===== config.mk =====
export PLATFORM = sky130hd
export DESIGN_NAME = pipe_stage_register_flat
export DESIGN_NICKNAME = d
export VERILOG_FILES = /design/src/rtl/pipe_stage_pkg.sv /design/src/rtl/pipe_stage_if.sv /design/src/rtl/pipe_stage_slot.sv /design/src/rtl/pipe_stage_register.sv /design/src/flat_wrapper.sv
export SDC_FILE = /design/constraint.sdc
export NUM_CORES = 1
export LEC_CHECK = 0
export ABC_AREA = 1
export BUFFER_PORTS_ARGS = -buffer_cell sky130_fd_sc_hd__buf_2
export CAP_MARGIN = 20
export CORE_MARGIN = 4
export CORE_UTILIZATION = 58
export DETAILED_ROUTE_END_ITERATION = 12
export PLACE_DENSITY = 0.92
export REMOVE_ABC_BUFFERS = 1
export SLEW_MARGIN = 20
export SYNTH_ARGS = -nofsm -noshare
export SYNTH_HDL_FRONTEND = slang
export SYNTH_SLANG_ARGS = --single-unit

===== constraint.sdc =====
create_clock -name CLK -period 7.2 [get_ports CLK]
set_clock_uncertainty 0.2 [all_clocks]
set_input_delay 1.8 -clock CLK [delete_from_list [all_inputs] [get_ports CLK]]
set_output_delay 1.8 -clock CLK [all_outputs]
set_load 0.01 [all_outputs]

===== src/rtl/pipe_stage_pkg.sv =====
// Shared definitions for the generic pipeline stage register.
// State/occupancy encodings and the per-stage NOP control words.
package pipe_stage_pkg;

    typedef enum logic [1:0] {
        ST_EMPTY = 2'd0,
        ST_ONE   = 2'd1,
        ST_TWO   = 2'd2
    } state_t;

    localparam logic [1:0] OCC_ZERO = 2'd0;
    localparam logic [1:0] OCC_ONE  = 2'd1;
    localparam logic [1:0] OCC_TWO  = 2'd2;

    // Strobes sit in the top bits so a bubble can never raise them.
    typedef struct packed {
        logic        we;
        logic        pc_load;
        logic        sp_inc;
        logic        sp_dec;
        logic [27:0] payload;
    } ctl_word_t;

    localparam ctl_word_t ID_EX_NOP = '{
        we:      1'b0,
        pc_load: 1'b0,
        sp_inc:  1'b0,
        sp_dec:  1'b0,
        payload: 28'h000_0013
    };

    localparam ctl_word_t EX_MEM_NOP = '{
        we:      1'b0,
        pc_load: 1'b0,
        sp_inc:  1'b0,
        sp_dec:  1'b0,
        payload: 28'h000_0000
    };

    function automatic logic [1:0] occ_of(input state_t s);
        logic [1:0] occ;
        occ = OCC_ZERO;
        unique case (s)
            ST_EMPTY: occ = OCC_ZERO;
            ST_ONE:   occ = OCC_ONE;
            ST_TWO:   occ = OCC_TWO;
            default:  occ = OCC_ZERO;
        endcase
        return occ;
    endfunction

endpackage


===== src/rtl/pipe_stage_if.sv =====
// Valid/ready handshake bundle between pipeline stages.
// master drives valid/data, slave drives ready.
interface pipe_stage_if #(
    parameter int WIDTH = 32
) ();

    logic             valid;
    logic             ready;
    logic [WIDTH-1:0] data;

    modport master (
        output valid,
        output data,
        input  ready
    );

    modport slave (
        input  valid,
        input  data,
        output ready
    );

endinterface


===== src/rtl/pipe_stage_slot.sv =====
// WIDTH-bit holding register with load enable.
// Async active-high reset loads RST_VAL.
module pipe_stage_slot #(
    parameter int               WIDTH   = 32,
    parameter logic [WIDTH-1:0] RST_VAL = {WIDTH{1'b0}}
) (
    input  logic             CLK,
    input  logic             RST,
    input  logic             load,
    input  logic [WIDTH-1:0] d,
    output logic [WIDTH-1:0] q
);

    always_ff @(posedge CLK or posedge RST) begin
        if (RST) begin
            q <= RST_VAL;
        end else if (load) begin
            q <= d;
        end
    end

endmodule


===== src/rtl/pipe_stage_register.sv =====
// Generic stage register: valid/ready handshake, 2-entry skid, NOP bubbles.
// Optional flush logic enabled by `define PIPE_STAGE_FLUSH_EN.
module pipe_stage_register
    import pipe_stage_pkg::*;
#(
    parameter int               WIDTH  = 32,
    parameter logic [WIDTH-1:0] BUBBLE = {WIDTH{1'b0}}
) (
    input  logic         CLK,
    input  logic         RST,
    pipe_stage_if.slave  prod,
    pipe_stage_if.master cons,
    input  logic         flush,
    output logic [1:0]   occupancy
);

    state_t           state_q;
    state_t           state_d;
    logic             rdy_q;
    logic             valid;
    logic             in_fire;
    logic             out_fire;
    logic             kill;
    logic             main_ld;
    logic             skid_ld;
    logic [WIDTH-1:0] main_d;
    logic [WIDTH-1:0] main_q;
    logic [WIDTH-1:0] skid_q;

`ifdef PIPE_STAGE_FLUSH_EN
    assign kill = flush;
`else
    logic flush_unused;
    assign flush_unused = flush;
    assign kill         = 1'b0;
`endif

    assign valid    = (state_q != ST_EMPTY);
    assign in_fire  = prod.valid & rdy_q;
    assign out_fire = valid & cons.ready;

    always_comb begin
        state_d = state_q;
        main_ld = 1'b0;
        skid_ld = 1'b0;
        main_d  = prod.data;
        if (kill) begin
            state_d = ST_EMPTY;
        end else begin
            unique case (state_q)
                ST_EMPTY: begin
                    if (in_fire) begin
                        state_d = ST_ONE;
                        main_ld = 1'b1;
                    end
                end
                ST_ONE: begin
                    unique case (1'b1)
                        in_fire && out_fire: begin
                            main_ld = 1'b1;
                        end
                        in_fire && !out_fire: begin
                            state_d = ST_TWO;
                            skid_ld = 1'b1;
                        end
                        !in_fire && out_fire: begin
                            state_d = ST_EMPTY;
                        end
                        default: begin
                            state_d = ST_ONE;
                        end
                    endcase
                end
                ST_TWO: begin
                    // Skid beat moves up once the head is consumed.
                    if (out_fire) begin
                        state_d = ST_ONE;
                        main_ld = 1'b1;
                        main_d  = skid_q;
                    end
                end
                default: begin
                    state_d = ST_EMPTY;
                end
            endcase
        end
    end

    always_ff @(posedge CLK or posedge RST) begin
        if (RST) begin
            state_q <= ST_EMPTY;
            rdy_q   <= 1'b0;
        end else begin
            state_q <= state_d;
            rdy_q   <= (state_d != ST_TWO);
        end
    end

    pipe_stage_slot #(
        .WIDTH   (WIDTH),
        .RST_VAL (BUBBLE)
    ) u_main (
        .CLK  (CLK),
        .RST  (RST),
        .load (main_ld),
        .d    (main_d),
        .q    (main_q)
    );

    pipe_stage_slot #(
        .WIDTH   (WIDTH),
        .RST_VAL (BUBBLE)
    ) u_skid (
        .CLK  (CLK),
        .RST  (RST),
        .load (skid_ld),
        .d    (prod.data),
        .q    (skid_q)
    );

    assign prod.ready = rdy_q;
    assign cons.valid = valid;
    assign cons.data  = valid ? main_q : BUBBLE;
    assign occupancy  = occ_of(state_q);

`ifndef SYNTHESIS
    a_full_blocks: assert property (
        @(posedge CLK) disable iff (RST)
        (state_q == ST_TWO) |-> !rdy_q
    );

    a_stall_stable: assert property (
        @(posedge CLK) disable iff (RST)
        (valid && !cons.ready && !flush) |=> $stable(cons.data)
    );
`endif

endmodule

===== src/flat_wrapper.sv =====
// flat-port wrapper written by rule: the top's interface ports become plain ports
module pipe_stage_register_flat import pipe_stage_pkg::*;
#(
    parameter int               WIDTH  = 32,
    parameter logic [WIDTH-1:0] BUBBLE = {WIDTH{1'b0}}
)
  (CLK, RST, flush, occupancy, prod_valid, prod_data, prod_ready, cons_valid, cons_data, cons_ready);
  pipe_stage_if #(.WIDTH(WIDTH)) prod_i ();
  pipe_stage_if #(.WIDTH(WIDTH)) cons_i ();
  input  logic CLK;
  input  logic RST;
  input  logic flush;
  output logic [1:0] occupancy;
  input wire logic [$bits(prod_i.valid)-1:0] prod_valid;
  input wire logic [$bits(prod_i.data)-1:0] prod_data;
  output wire logic [$bits(prod_i.ready)-1:0] prod_ready;
  output wire logic [$bits(cons_i.valid)-1:0] cons_valid;
  output wire logic [$bits(cons_i.data)-1:0] cons_data;
  input wire logic [$bits(cons_i.ready)-1:0] cons_ready;
  assign prod_i.valid = prod_valid;
  assign prod_i.data = prod_data;
  assign prod_ready = prod_i.ready;
  assign cons_valid = cons_i.valid;
  assign cons_data = cons_i.data;
  assign cons_i.ready = cons_ready;
  pipe_stage_register #(.WIDTH(WIDTH), .BUBBLE(BUBBLE)) u_core (.CLK(CLK), .RST(RST), .prod(prod_i), .cons(cons_i), .flush(flush), .occupancy(occupancy));
endmodule

Word-level counts from Yosys, hierarchy flattened. Cells that the tools add are included. W data, S select, Z words.

Register bits after elaboration: 67. Bits in latches: 0. Memory bits (writable): 0. ROM bits: 0. Input bits: 37. Logic and storage cells: 30. Memories kept: 0.

Add/subtract/negate cells: 0. Multipliers: 0. Divide/modulo/power cells: 0. $lt $le $gt $ge: 0. Equality and inequality tests: 3. Shift-type cells: 0. Muxes and demuxes: 14. Bitwise gates (word level): 2. Reductions and logical operators: 7.

Operator list (number): $mux W32 (3); $pmux W2 S3 (2); $mux W1 (5); $mux W2 (2); $pmux W2 S2 (1); $logic_and A1 B1 Y1 (3); $pmux W1 S3 (1); $and A1 B1 Y1 (2); $eq A2 B1 Y1 const B (1); $eq A2 B2 Y1 const B (1); $logic_not A1 Y1 (2); $logic_not A2 Y1 (1); $ne A2 B2 Y1 const B (1); $reduce_bool A2 Y1 (1).

Depth between registers and ports, before layout.
Depth after elaboration: 7. Gate-level depth with buffers: 9.

Hierarchy. A second synthesis with hierarchy kept.

Cell total of the unflattened synthesis: 477. Area, all modules: 3525.9 um2.

Modules (own cells, without submodules): pipe_stage_slot (instances 2, cells each 137, area each 1296.2 um2, sequential area each 800.8 um2); pipe_stage_register (instances 1, cells each 203, area each 933.4 um2, sequential area each 75.1 um2).

Worst setup path before layout. No wires, ideal clock.

Kind: in2reg. Start: input cons_ready. End: register u_core.u_skid.q[10]. Setup time: 0.066 ns. Arrival: 3.176 ns. Required time: 6.934 ns. Path slack: 3.758 ns. Cell stages on the path: 9. Path buffers: 4. Cell sequence: buf_2 > clkbuf_1 > nand2_1 > ha_1 > clkbuf_1 > nand2_1 > clkbuf_1 > nand2_1 > nand2_1.

Longest elaborated chain between the ends: 5.

Ends and longest elaborated chain: start: declaration (RTL line flat_wrapper.sv:19) `input wire logic [$bits(cons_i.ready)-1:0] cons_ready;`; $and A1 B1 Y1 (RTL line pipe_stage_register.sv:40) `assign out_fire = valid & cons.ready;`; $logic_not A1 Y1 (RTL line pipe_stage_register.sv:62) `in_fire && !out_fire: begin`; $logic_and A1 B1 Y1 (RTL line pipe_stage_register.sv:62); $mux W1 (RTL line pipe_stage_register.sv:58) `unique case (1'b1)`; $mux W1 (RTL line pipe_stage_register.sv:50) `unique case (state_q)`; end signal: assignment (RTL line pipe_stage_slot.sv:16) `q <= RST_VAL;`; end signal: assignment (RTL line pipe_stage_slot.sv:18) `q <= d;`; end: declaration (RTL line pipe_stage_slot.sv:11) `output logic [WIDTH-1:0] q`.

Every way passes these cells. A chain may end at the register's enable or synchronous reset.

Worst setup path after layout.
Start: register u_core.state_q[1]. End: output cons_data[22].

Longest elaborated chain between the ends: 2.

Ends and longest elaborated chain: start: declaration (RTL line pipe_stage_register.sv:17) `state_t state_q;`; start signal: assignment (RTL line pipe_stage_register.sv:94) `state_q <= state_d;`; $reduce_bool A2 Y1 (RTL line pipe_stage_register.sv:38) `assign valid = (state_q != ST_EMPTY);`; $mux W32 (RTL line pipe_stage_register.sv:123) `assign cons.data = valid ? main_q : BUBBLE;`; end: declaration (RTL line flat_wrapper.sv:18) `output wire logic [$bits(cons_i.data)-1:0] cons_data;`.

Every way passes these cells.

==> impl_metrics.py <==
metrics = {
    "timing": {
        "post-route-min-period_ps": 3910,
        "setup_ws_ps": 3290,
        "tns_ps": 0,
        "tightest_slew_ps": 864,
        "slew_headroom_pct": 42.3,
        "setup_violations": 0,
        "grt_setup_unrepaired": "no",
        "finalCritPeriodShare_pct": 54.3,
        "hold_viol": 0,
        "max_freq_mhz": 256,
        "slew_viol_final": 0,
    },
    "critical_path": {
        "endpoint": "cons_data[22]",
        "reg2reg_depth": 6,
        "critPathMaxStageDelay_ps": 520,
        "slowest_stage": "nor2_2",
        "critPathBufInv": 2,
        "r2r-end": "u_core.u_main.q[27]$_DFFE_PP0P_",
        "crit_type": "reg -> out",
        "critical_path_arrival_ps": 1910,
        "crit_cells": 4,
        "timing.rr.start": "u_core.state_q[1]$_DFF_PP0_",
        "cp-startpoint": "u_core.state_q[1]$_DFF_PP0_",
        "crit_path_start_kind": "flop",
        "rrSetupSlack_ps": 4560,
        "cp_top_family": "simple AND/OR/NAND/NOR gates",
        "crit_path_cell_trace": "nor2_2 -> buf_4 -> nor2_1 -> buf_2",
        "cp_max_fo": 22,
        "end_kind": "output pin",
        "cp_data_required_time_ps": 5200,
    },
    "clock_tree": {
        "numCtsBuffers": 9,
        "insertion_delay_ps": 340,
        "cts_hold_buffers": 0,
        "cts_tree": "built",
        "clock_sinks": 67,
        "cts.root.buffer_cell": "clkbuf_8",
        "postCtsResizedCells": 0,
        "clk_pin_slew_ps": 70,
        "postCtsSetupBuffers": 0,
        "htreeDepth": 3,
        "cts_buffer_depth": 2,
    },
    "place": {
        "numPortBuffers": 71,
        "gp_congestion": 0.775,
        "dp_hpwl_um": 4920,
        "pre_cts_ws_ps": 3170,
    },
    "layout": {
        "seq_area_sq_um": 1680,
        "syn_to_final_growth_pct": 18.6,
        "fillers": 451,
        "drive_gt1_share_pct": 18.9,
        "final_nets": 577,
        "diodes": 0,
        "multi_input_area_sq_um": 1400,
    },
    "floorplanning": {
        "die_area_sq_um": 7060,
        "dieHeight_um": 84.0,
        "io_pins": 73,
        "die-width_um": 84.0,
        "fp.coreArea_sq_um": 5540,
        "initial_core_util_pct": 60.5,
        "placementRows": 27,
    },
    "synthesis": {
        "synth.avg_cell_area_sq_um": 7.02,
        "ys_top_cells_by_area": "dfrtp_1 (50%), nand2_1 (26%), nand3_1 (10%)",
        "synth_seq_cells": 67,
        "synth_top_area_cell": "dfrtp_1",
        "yosysMostFrequentCell": "nand2_1",
        "yosysWarnings": 0,
        "synthTopCellsByCount": "nand2_1 (233), nand3_1 (68), dfrtp_1 (67)",
        "ys_seq_area_share_pct": 50.0,
        "synth_edf_count": 0,
        "yosys.area.top_type_share_pct": 50.0,
        "ys.flop_type": "dfrtp_1",
        "synth_area_sq_um": 3350,
        "synth.distinct_cells": 13,
        "syn_inst": 478,
        "async_flop_share_pct": 100,
    },
    "power": {
        "p_per_area_nw_per_um2": 418,
        "leakage_nw": 2.38,
        "max-vdd-ir-drop_v": 0.000212,
    },
    "drt": {
        "vias": 3138,
        "dr_wl_met2_um": 3810,
        "wl_met3_um": 538,
        "viasPerCell": 5.09,
        "wl_per_cell_um": 12.7,
        "totalWireLength_um": 7810,
        "ant_nets": 0,
        "wl_met1_um": 3340,
        "drc": 0,
        "firstDrtPassIters": 4,
        "drtIter0Drc": 324,
        "top_layer": "met4",
    },
    "global_route": {
        "grt_max_degree": 68,
        "overflow": 0,
        "grt_pass1_wl_um": 13500,
        "antenna_found_initial": 0,
        "grt_pass1_vias": 3045,
        "track_usage_pct": 23.5,
    },
    "min_path": {
        "min_path_type": "reg -> reg",
    },
    "flow_run": {
        "cap_violations": 0,
    },
    "status": {
        "status": "complete, no violations",
    },
}
## power by group
part | total [mW] | internal [mW] | switching (mW)
Sequential | 0.647 | 0.552 | 0.0946
Clock | 0.340 | 0.193 | 0.147
Combinational | 0.676 | 0.240 | 0.436
Total | 1.66 | 0.985 | 0.678
## sequential cells by signal (all words and copies together), names as in the netlist
register / flops
u_core.prod.ready: 1
u_core.state_q: 2
u_core.u_main.q: 32
u_core.u_skid.q: 32
## through the flow
stage,hold slack (ps),power [mW],instance area (sq um),utilization [%],std cells
after CTS,276,1.66,3940,71.0,614
final,276,1.66,3980,71.8,616
after global routing,285,1.80,3980,71.8,616
after floorplan,243,1.07,3220,-,449
after global placement,253,1.28,3720,67.1,598
after detailed placement,259,1.31,3720,67.1,598
## worst min-delay path, stage by stage (launching register included)
cell and delay (ps):
dfrtp_1 350, nand2_1 50, nand2_1 50
## cell families (layout without fill, tap and decap cells)
| group | after synthesis | count (layout) | synth area share, % |
|---|---|---|---|
| buf+inv | 69 | 135 | 8.43 |
| fa+ha+maj | 1 | 1 | 0.373 |
| flops | 67 | 67 | 50.0 |
| simple gates | 339 | 339 | 40.8 |
| compound gates | 2 | 2 | 0.410 |
## routing by layer
metal	vias to the layer above	global-route usage, %
met1	1443	29.6
met5	-	0
met2	115	39.5
met4	0	8.33
li1	1568	-
met3	12	5.63
## layout make-up
cell class	instances	area share, %
timing repair buffer	79	11.1
multi-input combinational	342	35.2
sequential	67	42.2
tap	72	2.26
inverter	40	3.77
clock inverter	7	2.33
clock buffer	9	3.11
## cells in the final DEF, fill, tap and decap left out, drive strengths merged
cell type,instances
a21oi,2
nand2,233
buf,79
dfrtp,67
bufinv,2
clkinvlp,3
inv,40
ha,1
nor2,38
clkinv,2
clkbuf,9
nand3,68
## worst min-delay path by stage
stage,start,end,slack [ps],cells after the start
after floorplan,u_core.u_skid.q[10]$_DFFE_PP0P_,u_core.u_skid.q[10]$_DFFE_PP0P_,240,2
after global placement,u_core.u_skid.q[25]$_DFFE_PP0P_,u_core.u_skid.q[25]$_DFFE_PP0P_,250,2
after detailed placement,u_core.u_skid.q[24]$_DFFE_PP0P_,u_core.u_skid.q[24]$_DFFE_PP0P_,260,2
after CTS,u_core.u_skid.q[24]$_DFFE_PP0P_,u_core.u_skid.q[24]$_DFFE_PP0P_,280,2
after global routing,u_core.u_skid.q[2]$_DFFE_PP0P_,u_core.u_skid.q[2]$_DFFE_PP0P_,290,2
final,u_core.u_skid.q[4]$_DFFE_PP0P_,u_core.u_skid.q[4]$_DFFE_PP0P_,280,2
(Power assumes the default switching activity.)
